## config.mk

```make
export PLATFORM = sky130hd
export DESIGN_NAME = seq_mul
export DESIGN_NICKNAME = d
export VERILOG_FILES = /design/src/rtl/seq_mul.sv
export SDC_FILE = /design/constraint.sdc
export NUM_CORES = 1
export LEC_CHECK = 0
export CAP_MARGIN = 20
export CORE_ASPECT_RATIO = 1.1
export CORE_MARGIN = 4
export CORE_UTILIZATION = 45
export CTS_CLUSTER_DIAMETER = 30
export DETAILED_ROUTE_END_ITERATION = 7
export PLACE_DENSITY = 0.68
export SETUP_SLACK_MARGIN = 0.15
export SKIP_CTS_REPAIR_TIMING = 1
export SLEW_MARGIN = 10
export SYNTH_ARGS = -nofsm -noshare
export SYNTH_HDL_FRONTEND = slang
export SYNTH_SLANG_ARGS = --single-unit
```

## constraint.sdc

```tcl
create_clock -name clock -period 3.15 [get_ports clock]
set_input_delay 0.63 -clock clock [delete_from_list [all_inputs] [get_ports clock]]
set_output_delay 0.63 -clock clock [all_outputs]
set_load 0.05 [all_outputs]
```

## src/rtl/seq_mul.sv

```systemverilog
// rtl/seq_mul.sv - parametrised sequential shift-add multiplier with start/busy/done handshake
// Operates on operand magnitudes, then applies the sign on the final iteration.

module seq_mul #(
    parameter int WIDTH = 8,
    parameter int CNT_W = $clog2(WIDTH + 1)
) (
    input  logic               clock,
    input  logic               resetn,
    input  logic               start,
    input  logic               signed_mode,
    input  logic [WIDTH-1:0]   multiplier,
    input  logic [WIDTH-1:0]   multiplicand,
    output logic               busy,
    output logic               done,
    output logic [2*WIDTH-1:0] result,
    output logic               ovf
);

    typedef enum logic [1:0] {
        S_IDLE,
        S_RUN,
        S_DONE
    } state_t;

    localparam logic [CNT_W-1:0] LAST_CNT = CNT_W'(WIDTH - 1);

    state_t             state_q, state_d;
    logic [2*WIDTH-1:0] acc_q, acc_d;
    logic [2*WIDTH-1:0] mcand_q, mcand_d;
    logic [WIDTH-1:0]   mplier_q, mplier_d;
    logic [CNT_W-1:0]   cnt_q, cnt_d;
    logic               neg_q, neg_d;
    logic               smode_q, smode_d;
    logic [2*WIDTH-1:0] result_q, result_d;
    logic               ovf_q, ovf_d;

    logic [WIDTH-1:0]   mag_a, mag_b;
    logic [2*WIDTH-1:0] acc_sum, prod;
    logic [WIDTH:0]     prod_hi_s;
    logic               prod_ovf;

    // -2^(W-1) negates to itself, which is exactly its magnitude read unsigned.
    always_comb begin
        mag_a = (signed_mode && multiplier[WIDTH-1])   ? -multiplier   : multiplier;
        mag_b = (signed_mode && multiplicand[WIDTH-1]) ? -multiplicand : multiplicand;
    end

    always_comb begin
        acc_sum   = acc_q + (mplier_q[0] ? mcand_q : {2*WIDTH{1'b0}});
        prod      = neg_q ? -acc_sum : acc_sum;
        prod_hi_s = prod[2*WIDTH-1:WIDTH-1];
        if (smode_q) begin
            prod_ovf = !((&prod_hi_s) || !(|prod_hi_s));
        end else begin
            prod_ovf = |prod[2*WIDTH-1:WIDTH];
        end
    end

    always_comb begin
        state_d  = state_q;
        acc_d    = acc_q;
        mcand_d  = mcand_q;
        mplier_d = mplier_q;
        cnt_d    = cnt_q;
        neg_d    = neg_q;
        smode_d  = smode_q;
        result_d = result_q;
        ovf_d    = ovf_q;

        case (state_q)
            S_RUN: begin
                acc_d    = acc_sum;
                mcand_d  = mcand_q << 1;
                mplier_d = mplier_q >> 1;
                cnt_d    = cnt_q + 1'b1;
                if (cnt_q == LAST_CNT) begin
                    state_d  = S_DONE;
                    result_d = prod;
                    ovf_d    = prod_ovf;
                end
            end
            S_DONE: begin
                state_d = S_IDLE;
            end
            default: begin
                state_d = S_IDLE;
            end
        endcase

        // IDLE and DONE both accept a new request.
        if (start && state_q != S_RUN) begin
            state_d  = S_RUN;
            acc_d    = {2*WIDTH{1'b0}};
            mcand_d  = {{WIDTH{1'b0}}, mag_b};
            mplier_d = mag_a;
            cnt_d    = {CNT_W{1'b0}};
            neg_d    = signed_mode && (multiplier[WIDTH-1] ^ multiplicand[WIDTH-1]);
            smode_d  = signed_mode;
        end
    end

    always_ff @(posedge clock) begin
        if (!resetn) begin
            state_q  <= S_IDLE;
            acc_q    <= '0;
            mcand_q  <= '0;
            mplier_q <= '0;
            cnt_q    <= '0;
            neg_q    <= 1'b0;
            smode_q  <= 1'b0;
            result_q <= '0;
            ovf_q    <= 1'b0;
        end else begin
            state_q  <= state_d;
            acc_q    <= acc_d;
            mcand_q  <= mcand_d;
            mplier_q <= mplier_d;
            cnt_q    <= cnt_d;
            neg_q    <= neg_d;
            smode_q  <= smode_d;
            result_q <= result_d;
            ovf_q    <= ovf_d;
        end
    end

    assign busy   = (state_q == S_RUN);
    assign done   = (state_q == S_DONE);
    assign result = result_q;
    assign ovf    = ovf_q;

endmodule

```

[Word level (Yosys, flattened, before mapping)]
Cells that the tools add are included.
Storage, ports and cells
  bits in registers: 65
  bits of input ports: 20
  logic and storage cells: 50
Cells by class
  $add $sub $neg: 5
  equality and inequality tests: 5
  muxes and demuxes: 12
  bitwise operators: 3
  reductions and logical operators: 14
Operators by type and width (count)
  $mux W8: 6
  $mux W16: 2
  $add A16 B16 Y16: 1
  $neg A16 Y16: 1
  $neg A8 Y8: 2
  $reduce_and A9 Y1: 1
  $reduce_or A9 Y1: 1
  $reduce_or A8 Y1: 1
  $add A4 B1 Y4 const B: 1
  $eq A4 B3 Y1 const B: 1
  $logic_and A1 B1 Y1: 4
  $mux W1: 4
  $ne A3 B1 Y1 const B: 1
  $reduce_or A3 Y1: 1
  $eq A2 B1 Y1 const B: 1
  $eq A2 B2 Y1 const B: 1
  $logic_not A1 Y1: 2
  $ne A2 B1 Y1 const B: 1
  $not A1 Y1: 2
  $reduce_and A2 Y1: 1
  $reduce_bool A2 Y1: 1
  $reduce_or A2 Y1: 1
  $logic_or A1 B1 Y1: 1
  $xor A1 B1 Y1: 1

[Longest topological paths before layout]
  word-level depth: 9
  depth in mapped cells: 14

[Worst setup path before layout]
No wires, ideal clock.
  path kind: register -> register
  start: register mplier_q[0]
  end: register ovf_q (netlist: ovf)
  setup time: 124 ps
  data arrival time: 3297 ps
  data required time: 3026 ps
  path slack: -271 ps
  stages on the path, launching flop included: 15
  path buffers: 1
  period minus slack after synthesis: 3421 ps
  cell sequence: dfxtp_1 > clkbuf_1 > and2_1 > ha_1 > fa_1 > a21o_2 > nand4_1 > nand2_1 > a211oi_1 > xnor2_1 > or3_4 > o41ai_2 > xnor2_1 > a41oi_2 > a21boi_1
On the way
  cells in the longest elaborated chain, start to end: 9
Ends and longest elaborated chain
  start, declared: line 31  | logic [WIDTH-1:0] mplier_q, mplier_d;
  start signal, assigned: line 118  | mplier_q <= mplier_d;
  $mux W16 (*): line 50  | acc_sum = acc_q + (mplier_q[0] ? mcand_q : {2*WIDTH{1'b0}});
  $add A16 B16 Y16 (*): line 50
  $neg A16 Y16: line 51  | prod = neg_q ? -acc_sum : acc_sum;
  $mux W16 (*): line 51
  $reduce_or A9 Y1: line 54  | prod_ovf = !((&prod_hi_s) || !(|prod_hi_s));
  $logic_not A1 Y1: line 54
  $logic_or A1 B1 Y1: line 54
  $logic_not A1 Y1: line 54
  $mux W1 (*): line 53  | if (smode_q) begin
  end signal, assigned: line 123  | ovf_q <= ovf_d;
  end, declared: line 36  | logic ovf_q, ovf_d;
Every way passes the cells marked *; elsewhere a longest branch is shown, timed or not.
A chain may end at the register's enable or synchronous reset.

[Final worst setup path]
Ends and elaborated chain as after synthesis.

==> run_results.csv <==
group,metric,value,unit
critical_path,reg2reg_depth,12,
detailed_routing,ant_nets,0,
critical_path,worstPathBufferInverterCount,0,
critical_path,worst_path_max_fanout,6,
power_and_ir_drop,p_leak,2.32,nW
synth,postSynthRegisterBits,65,
clocking,cts.htree.levels,3,
clocking,cts_made_buffers,9,
global_routing,grt_overflow,0,
floorplan,floorplan.core_area,0.00892,mm2
final_layout,areaGrowthSynthToFinish,29.6,%
synth,synth-main-ff-cell,"sky130_fd_sc_hd__dfxtp_1",
place,place.detailed.hpwl,7600,um
timing,max_slew.worst_pin.slew,595,ps
synth,synth.largest_area_cell,"sky130_fd_sc_hd__dfxtp_1",
global_routing,grt_antenna_before_repair,0,
synth,number_of_synthesized_flops_with_an_enable_pin,0,
critical_path,critPathCaptureType,"register",
detailed_routing,routed-via-count,3974,
critical_path,worstPathRequired,3390,ps
synth,ys_top_cells_by_area,"sky130_fd_sc_hd__dfxtp_1, sky130_fd_sc_hd__nand2_1, sky130_fd_sc_hd__a21oi_1",
timing,setup_viol_count_final,5,
worst_hold_path,startpoint_of_the_most_critical_hold_path,"mcand_q[9]$_SDFFE_PP0P_",
final_layout,finish.instance_area,0.00536,mm2
global_routing,grt_start_max_net_pins,57,
final_layout,drive_gt1_share,18.6,%
place,placed_area,0.00508,mm2
global_routing,grt_pass1_wl,17000,um
worst_hold_path,hold_class,"reg2reg",
critical_path,worstPathCellList,"and2_1, ha_1, a211oi_4, o211ai_2, and2_4, a221o_1, xor2_1, or3_4, o31ai_4, xor2_2, a41oi_2, a21boi_1",
place,port-buffer-count,38,
detailed_routing,detail_route.iter0.violations,144,
timing,period_minus_slack,3330,ps
critical_path,slowest_stage,"sky130_fd_sc_hd__or3_4",
synth,mappedNetlistArea,0.00414,mm2
synth,seq_area_frac_synth,31.4,%
place,gp_routability_congestion,0.879,
job,cap_viol_max_count,0,
clocking,clock_tree_from_tritoncts,"built",
final_layout,design.final.nets,652,
final_layout,antenna-diode-count,0,
timing,slew_viol_final,0,
critical_path,r2r-start,"mplier_q[0]$_SDFFE_PN0P_",
synth,postSynthCellCount,525,
detailed_routing,drt-pass1-iter-count,4,
timing,hold_viol,0,
timing,timing.clock.skew,9.94,ps
clocking,clk_pin_slew,80,ps
floorplan,die_height,109,um
synth,netlist-cell-type-count,62,
worst_hold_path,min_delay_worst_endpoint,"mcand_q[10]$_SDFFE_PP0P_",
clocking,cts-root-to-sink-buffers,2,
global_routing,groute.usage.overall,19.2,%
power_and_ir_drop,max-vdd-ir-drop,0.000192,V
timing,max_slew_margin,60.3,%
floorplan,die-width,99.4,um
detailed_routing,drt-total-wl,10200,um
critical_path,regToRegEndpoint,"ovf$_SDFFE_PN0P_",
power_and_ir_drop,p_per_area,336,mW/mm2
outcome,violated_checks,"negative setup slack",
synth,async_flop_share,0,%
critical_path,path_delay_family,"compound AO/OA/AOI/OAI gates",
detailed_routing,post_drt_wl_per_cell,13.9,um
clocking,ctsRootBufferMaster,"sky130_fd_sc_hd__clkbuf_8",
synth,synth_fp_nets,565,
place,post-place-cells,711,
outcome,status,"complete, but fails checks",
clocking,clk-insertion-delay-late,350,ps
timing,achievable-frequency,300,MHz
critical_path,timing.critical_path.arrival,3570,ps
final_layout,layoutNonFillerInstCount,731,
power_and_ir_drop,p_total,0.00180,W
place,dp_worst_setup_slack,-119,ps
synth,synth_top_area_share,31.4,%
synth,yosys_warnings,0,
timing,period_share,106,%
worst_hold_path,whs_path_depth,2,
timing,grt_setup_unrepaired,"yes",
clocking,numClockSinks,65,
detailed_routing,routed_via_density,5.44,
critical_path,timing.setup.critical_path_class,"reg2reg",
global_routing,grt_pass1_vias,3919,
critical_path,critical-path-max-stage-delay,450,ps
critical_path,worst-r2r-setup-slack,-180,ps
floorplan,initial_utilization,46.4,%
floorplan,die_area,0.0108,mm2
critical_path,timing.critical_path.from_type,"register",
timing,hold-worst-slack,455,ps
floorplan,floorplan.io_pins,39,
detailed_routing,drc,0,
synth,syn_avg_cell_area,7.88,um2
timing,fin_ws,-181,ps
floorplan,rows,36,
## placed cells by master, fill, tap and decap left out, drive strengths merged, types with 2 or more instances in the layout
cell type	synthesis	layout
a211oi	11	11
a21boi	9	9
a21o	9	9
a21oi	51	51
a311oi	6	6
a31oi	3	3
a41oi	2	2
and2	23	23
and3	4	4
buf	4	65
clkbuf	23	10
clkdlybuf4s50	0	37
clkinv	0	5
clkinvlp	0	2
dfxtp	65	65
ha	19	19
inv	15	15
mux2i	3	3
nand2	79	79
nand2b	4	4
nand3	12	12
nand4	5	5
nand4b	2	2
nor2	41	41
nor2b	14	14
nor3	10	10
nor3b	3	3
nor4	4	4
o2111ai	3	3
o211a	12	12
o211ai	3	3
o21a	2	2
o21ai	21	21
o31ai	2	2
o41ai	4	4
or2	2	2
or3	8	8
xnor2	22	22
xor2	11	11
## Yosys cell counts (3+ instances only)
cell type / instances
sky130_fd_sc_hd__a311oi_1: 6
sky130_fd_sc_hd__a21oi_1: 51
sky130_fd_sc_hd__nor4_1: 4
sky130_fd_sc_hd__o211a_1: 12
sky130_fd_sc_hd__a31oi_1: 3
sky130_fd_sc_hd__clkbuf_1: 22
sky130_fd_sc_hd__nand2b_1: 4
sky130_fd_sc_hd__and2_1: 22
sky130_fd_sc_hd__o2111ai_1: 3
sky130_fd_sc_hd__a21o_1: 7
sky130_fd_sc_hd__nor2b_1: 14
sky130_fd_sc_hd__nor3_1: 10
sky130_fd_sc_hd__and3_1: 4
sky130_fd_sc_hd__ha_1: 19
sky130_fd_sc_hd__xor2_1: 11
sky130_fd_sc_hd__nand3_1: 12
sky130_fd_sc_hd__or3_1: 7
sky130_fd_sc_hd__dfxtp_1: 65
sky130_fd_sc_hd__xnor2_1: 22
sky130_fd_sc_hd__nand2_1: 79
sky130_fd_sc_hd__inv_1: 15
sky130_fd_sc_hd__a211oi_1: 10
sky130_fd_sc_hd__mux2i_1: 3
sky130_fd_sc_hd__nand4_1: 5
sky130_fd_sc_hd__a21boi_0: 7
sky130_fd_sc_hd__nor2_1: 41
sky130_fd_sc_hd__o21ai_0: 20
sky130_fd_sc_hd__nor3b_1: 3
## how the worst max path moves through the flow
stage,depth (start not counted),from,slack [ps],endpoint
after floorplan,14,mplier_q[0]$_SDFFE_PN0P_,-20,ovf$_SDFFE_PN0P_
after global placement,13,mplier_q[0]$_SDFFE_PN0P_,-60,ovf$_SDFFE_PN0P_
after detailed placement,13,mplier_q[0]$_SDFFE_PN0P_,-120,ovf$_SDFFE_PN0P_
after CTS,13,mplier_q[0]$_SDFFE_PN0P_,-130,ovf$_SDFFE_PN0P_
after global routing,14,mplier_q[0]$_SDFFE_PN0P_,-330,ovf$_SDFFE_PN0P_
final,12,mplier_q[0]$_SDFFE_PN0P_,-180,ovf$_SDFFE_PN0P_
## flip-flops by register name, summed over array words and instances, names as in the netlist
signal    count
acc_q        16
mcand_q      16
result       16
mplier_q      8
cnt_q         4
state_q       2
neg_q         1
ovf           1
smode_q       1
## report_power, final
| part | total (W) | leakage (nW) | switching (W) | internal [W] |
|---|---|---|---|---|
| clock network | 0.000625 | 0.0850 | 0.000342 | 0.000283 |
| registers | 0.000860 | 0.528 | 0.0000162 | 0.000844 |
| logic | 0.000316 | 1.71 | 0.000172 | 0.000144 |
## routing by layer
metal	global-route usage (%)	vias to the layer above	routed length, um
li1	-	2040	-
met1	21.9	1855	4520
met2	35.5	59	5150
met3	2.77	20	256
met4	8.39	0	256
met5	0	-	0
## layout make-up
cell class                      instances  area, um2
Clock buffer                            9        124
Clock inverter                          7       47.5
Fill cell                             828       3560
Inverter                               15       56.3
Multi-Input combinational cell        418       2810
Sequential cell                        65       1310
Tap cell                              114        143
Timing Repair Buffer                  103        876
## cell families (layout without fill, tap and decap cells)
group | Yosys count | count (layout) | share of synthesized area [%]
AO/OA/AOI/OAI | 146 | 146 | 25.0
XOR/XNOR | 33 | 33 | 6.99
adder cells (fa/ha/maj) | 20 | 20 | 6.23
buffers and inverters | 42 | 134 | 4.26
flip-flops | 65 | 65 | 31.4
multiplexers | 3 | 3 | 0.726
AND/OR/NAND/NOR | 216 | 216 | 25.4
## per-stage QoR
step	utilization, %	TNS [ps]
floorplan	-	-24.4
global placement	57.0	-106
CTS	58.9	-286
finish	60.1	-442
global route	60.1	-1460
detailed placement	57.0	-238
## worst reg2reg max path, delay by kind of cell, from the launching register on
family	cells	cell delay [ps]
fa+ha+maj	1	310
simple gates	3	770
xor+xnor	2	480
flops	1	360
compound gates	6	1310
Power figures use the tool's default switching activity.
==> RTL change 1 (same flow settings) <==
`result_q` no longer has a reset.
--- a/src/rtl/seq_mul.sv
+++ b/src/rtl/seq_mul.sv
@@ -109,7 +109,6 @@
             cnt_q    <= '0;
             neg_q    <= 1'b0;
             smode_q  <= 1'b0;
-            result_q <= '0;
             ovf_q    <= 1'b0;
         end else begin
             state_q  <= state_d;
@@ -119,9 +118,12 @@
             cnt_q    <= cnt_d;
             neg_q    <= neg_d;
             smode_q  <= smode_d;
-            result_q <= result_d;
             ovf_q    <= ovf_d;
         end
+    end
+
+    always_ff @(posedge clock) begin
+        result_q <= result_d;
     end
 
     assign busy   = (state_q == S_RUN);
Behaviour: not the same (Yosys sat finds a counterexample within 10 cycles, from zero or initial values and one cycle with resetn low; the reset may be asserted at any time).
==> RTL change 1 against the original RTL <==
- the run still ends with negative setup slack left
- area after synthesis is 2.2% lower
- global-route usage shrank 0.52 points
- final area up 0.82%
- count of clock-buffer cells in the layout grew 3
- total power is 13% higher
- final cell count fell by 5.2%
- core utilization grew 1.1 points
- clock skew about the same
- non-clock buffer count increased by 9
- worst setup slack got worse by 350 ps
- wire length shrank 5.4%
- critical path depth up 1
- sequential power grew 3.5%
- sequential cell count unchanged
==> RTL change 1: results (changes against the original RTL) <==
metric,value,unit,change
top post-synthesis cells by area,"dfxtp_1 (24%), edfxtp_1 (12%), nand2_1 (6.2%), a21oi_1 (6.2%), ha_1 (5.9%)",,
worst hold slack,463,ps,+8.22 ps
post-synthesis cell type count,59,,-4.8%
Final WS setup,-534,ps,-353 ps
Hold Path Depth,2,,unchanged
CP arrival,3910,ps,+340 ps
Synthesis Warnings,0,,unchanged
post-synth net total,518,,-8.3%
CTS H-tree depth,3,,unchanged
# port buffers,38,,unchanged
failing checks,negative setup slack,,
crit path max fanout,6,,unchanged
Relative slew margins,44.6,%,-16 points
clk slew on worst S/H paths,80,ps,about the same
Post-synth EDFFs,16,,+16
largest net degree at the start of global routing,53,,-7.0%
Main synth FF type,dfxtp_1,,
fraction of layout cells with a size suffix above 1,22.1,%,+3.5 points
NumNets Final,614,,-5.8%
final cell count without fillers,693,,-5.2%
reg2reg path depth,13,,+1
worst vdd ir,0.210,mV,+9.3%
hold path start,acc_q[11]$_SDFFE_PP0P_,,
"Setup violations, final",7,,+2
Hold Path End,acc_q[11]$_SDFFE_PP0P_,,
Max Transition Viols Final,0,,unchanged
GRT Resource Usage Total,18.7,%,-0.52 points
status,finished with violations,,
dpl cell area,4990,um^2,-1.8%
Total Wirelength,9630,um,-5.4%
worst reg2reg endpoint,ovf$_SDFFE_PN0P_,,
drt pass-1 iters,4,,unchanged
DR iter-0 viols,192,,+33%
asr flop ratio synth,0,%,unchanged
sequential area share after synthesis,36.1,%,+4.7 points
root buffer cell,clkbuf_8,,
Vias,3745,,-5.8%
Pleak,2.18,nW,-6.2%
clock latency on the worst-skew pair,350,ps,about the same
Post-Synthesis Cells,478,,-9.0%
commonest cells in the netlist,"nand2_1 (67), a21oi_1 (50), dfxtp_1 (49)",,
HPWL Detailed,7100,um,-6.5%
placed insts,673,,-5.3%
Routed Antenna Nets,0,,unchanged
Worst Skew,9.78,ps,-0.166 ps
CTS buffer count,9,,unchanged
global-route wire length before repair,16400,um,-3.5%
GPL Wtd Cong,0.944,,+7.3%
[RTL change 1: cell types whose count changed in the layout (fill, tap and decap cells not counted), moves of 5 or more]
| cell | change |
|---|---|
| dfxtp_1 | -16 |
| o211a_1 | -8 |
| a21o_1 | -5 |
| nand2_1 | -12 |
| nor2_1 | -13 |
| edfxtp_1 | +16 |
| and2_1 | -5 |
| buf_4 | +11 |
[RTL change 1: report_power, final]
part | leakage, nW | internal [mW] | switching, mW | total, mW
clock network | 0.119 | 0.486 | 0.339 | 0.825
logic | 1.51 | 0.148 | 0.165 | 0.313
registers | 0.546 | 0.874 | 0.0161 | 0.890
[RTL change 1: per-stage QoR]
stage               setup WS [ps]  setup TNS, ps  util [%]
floorplan                    -511          -1280         -
global placement             -358          -1020      56.5
detailed placement           -459          -1280      56.5
CTS                          -510          -1540      59.2
global route                 -689          -2690      61.2
finish                       -534          -1660      61.2
[RTL change 1: cell type report]
class	count	area [um^2]
multi-input cells	368	2560
clock inverters	4	55.1
inverters	18	67.6
repair buffers	112	933
fillers	777	3420
well taps	114	143
clock buffers	12	188
flip-flops and latches	65	1460
[RTL change 1: worst max-delay path, cell delays in order, from the launching register on]
cell	delay, ps
dfxtp_2	340
buf_4	140
and2_1	130
ha_1	280
and3_2	200
and3_1	200
or3_4	380
a211o_1	330
or4_4	580
o41ai_4	230
xor3_2	330
nor2_1	150
nor4b_4	210
a311oi_1	70
[RTL change 1: per-layer routing]
metal  vias to the layer above  GRT usage (%)  wire length (um)
li1                       1893              -                 -
met1                      1743           22.2              4280
met2                        92           33.5              4740
met3                        17           3.43               399
met4                         0           7.12               215
met5                         -              0                 0
[RTL change 1: cells by family after synthesis]
group           count (synthesis)  synth area share (%)
simple gates                  176                  21.6
compound gates                134                  22.2
flops                          65                  36.1
buf+inv                        45                  5.01
xor+xnor                       35                  7.98
fa+ha+maj                      20                  6.37
mux                             3                 0.742
[RTL change 1: worst max path at each step]
stage	start	end	slack, ps
5_1_grt	mplier_q[0]$_SDFFE_PN0P_	ovf$_SDFFE_PN0P_	-690
6_report	mplier_q[0]$_SDFFE_PN0P_	ovf$_SDFFE_PN0P_	-530
3_5_place_dp	mplier_q[0]$_SDFFE_PN0P_	ovf$_SDFFE_PN0P_	-460
4_1_cts	mplier_q[0]$_SDFFE_PN0P_	ovf$_SDFFE_PN0P_	-510
2_1_floorplan	mplier_q[0]$_SDFFE_PN0P_	ovf$_SDFFE_PN0P_	-510
3_3_place_gp	mplier_q[0]$_SDFFE_PN0P_	ovf$_SDFFE_PN0P_	-360
==> RTL change 2 (config.mk and constraints unchanged) <==
Without the edit above. Change the parameter `WIDTH` from 8 to 4.
--- a/src/rtl/seq_mul.sv
+++ b/src/rtl/seq_mul.sv
@@ -2,7 +2,7 @@
 // Operates on operand magnitudes, then applies the sign on the final iteration.
 
 module seq_mul #(
-    parameter int WIDTH = 8,
+    parameter int WIDTH = 4,
     parameter int CNT_W = $clog2(WIDTH + 1)
 ) (
     input  logic               clock,
Ports: changed (resized multiplicand, multiplier and result); port bits go from 39 to 23. No check against the original RTL was run, so the function may have changed too.
==> RTL change 2 against the original RTL <==
- critical path depth rose by 1
- wire length fell by 52%
- clock skew fell by 2.4 ps
- worst setup slack improved by 510 ps
- total power fell by 42%
- sequential cell count fell by 29
- area after synthesis fell by 45%
- hold slack improved by 1.5 ps
- final area fell by 49%
- largest power group unchanged
==> RTL change 2: results (changes against the original RTL) <==
metric,value,unit,change
WL met1,2170,um,-52%
post-synthesis cell type count,50,,-19%
placed insts,355,,-50%
fill count,456,,-45%
buffer share of cell area,11.7,%,-4.7 points
clock buffer count,5,,-4
Routed met3 length,143,um,-44%
status,finished clean,,
FF/Latch Area,722,um^2,-45%
fraction of layout cells with a size suffix above 1,13.5,%,-5.2 points
DR vias/cell,5.49,,+1.0%
GPL Wtd Cong,0.815,,-7.3%
vias in the first global route,1965,,-50%
global-route wire length before repair,8520,um,-50%
multi-input gates,221,,-47%
met2 GRT Util,32.8,%,-2.7 points
top post-synthesis cells by area,"dfxtp_1 (32%), nand2_1 (7.5%), ha_1 (6.6%), a21oi_1 (5.5%), nor2_1 (4.1%)",,
largest net degree at the start of global routing,24,,-58%
CP max stage delay,510,ps,+60 ps
GRT Resource Usage Total,17.4,%,-1.9 points
final cell count without fillers,368,,-50%
crit path max fanout,10,,+4
NumNets Final,336,,-48%
met2 WL,2470,um,-52%
slew of the pin with the lowest slew margin,624,ps,+28.7 ps
[RTL change 2: path summary, 6_finish.rpt]
path	startpoint	cells past startpoint	slack [ps]	end
worst max-delay path	mplier_q[0]$_SDFFE_PN0P_	13	330	ovf$_SDFFE_PN0P_
worst min-delay path	mcand_q[7]$_SDFFE_PP0P_	2	460	mcand_q[7]$_SDFFE_PP0P_
worst max register to register	mplier_q[0]$_SDFFE_PN0P_	13	330	ovf$_SDFFE_PN0P_
worst min register to register	mcand_q[7]$_SDFFE_PP0P_	2	460	mcand_q[7]$_SDFFE_PP0P_
[RTL change 2: worst reg2reg max path: stages (launching register included)]
cell and delay, ps:
dfxtp_1 310, buf_4 160, nand2_2 90, inv_1 40, ha_1 310, a211oi_4 280, o21ba_2 190, nor2_1 70
buf_4 180, or4_4 510, a21oi_2 140, a31oi_1 60, nor4_2 290, a211oi_1 70
[RTL change 2: power breakdown]
part	total, mW	internal, mW	switching (mW)
Sequential	0.479	0.468	0.0110
Combinational	0.158	0.0673	0.0912
Clock	0.406	0.234	0.172
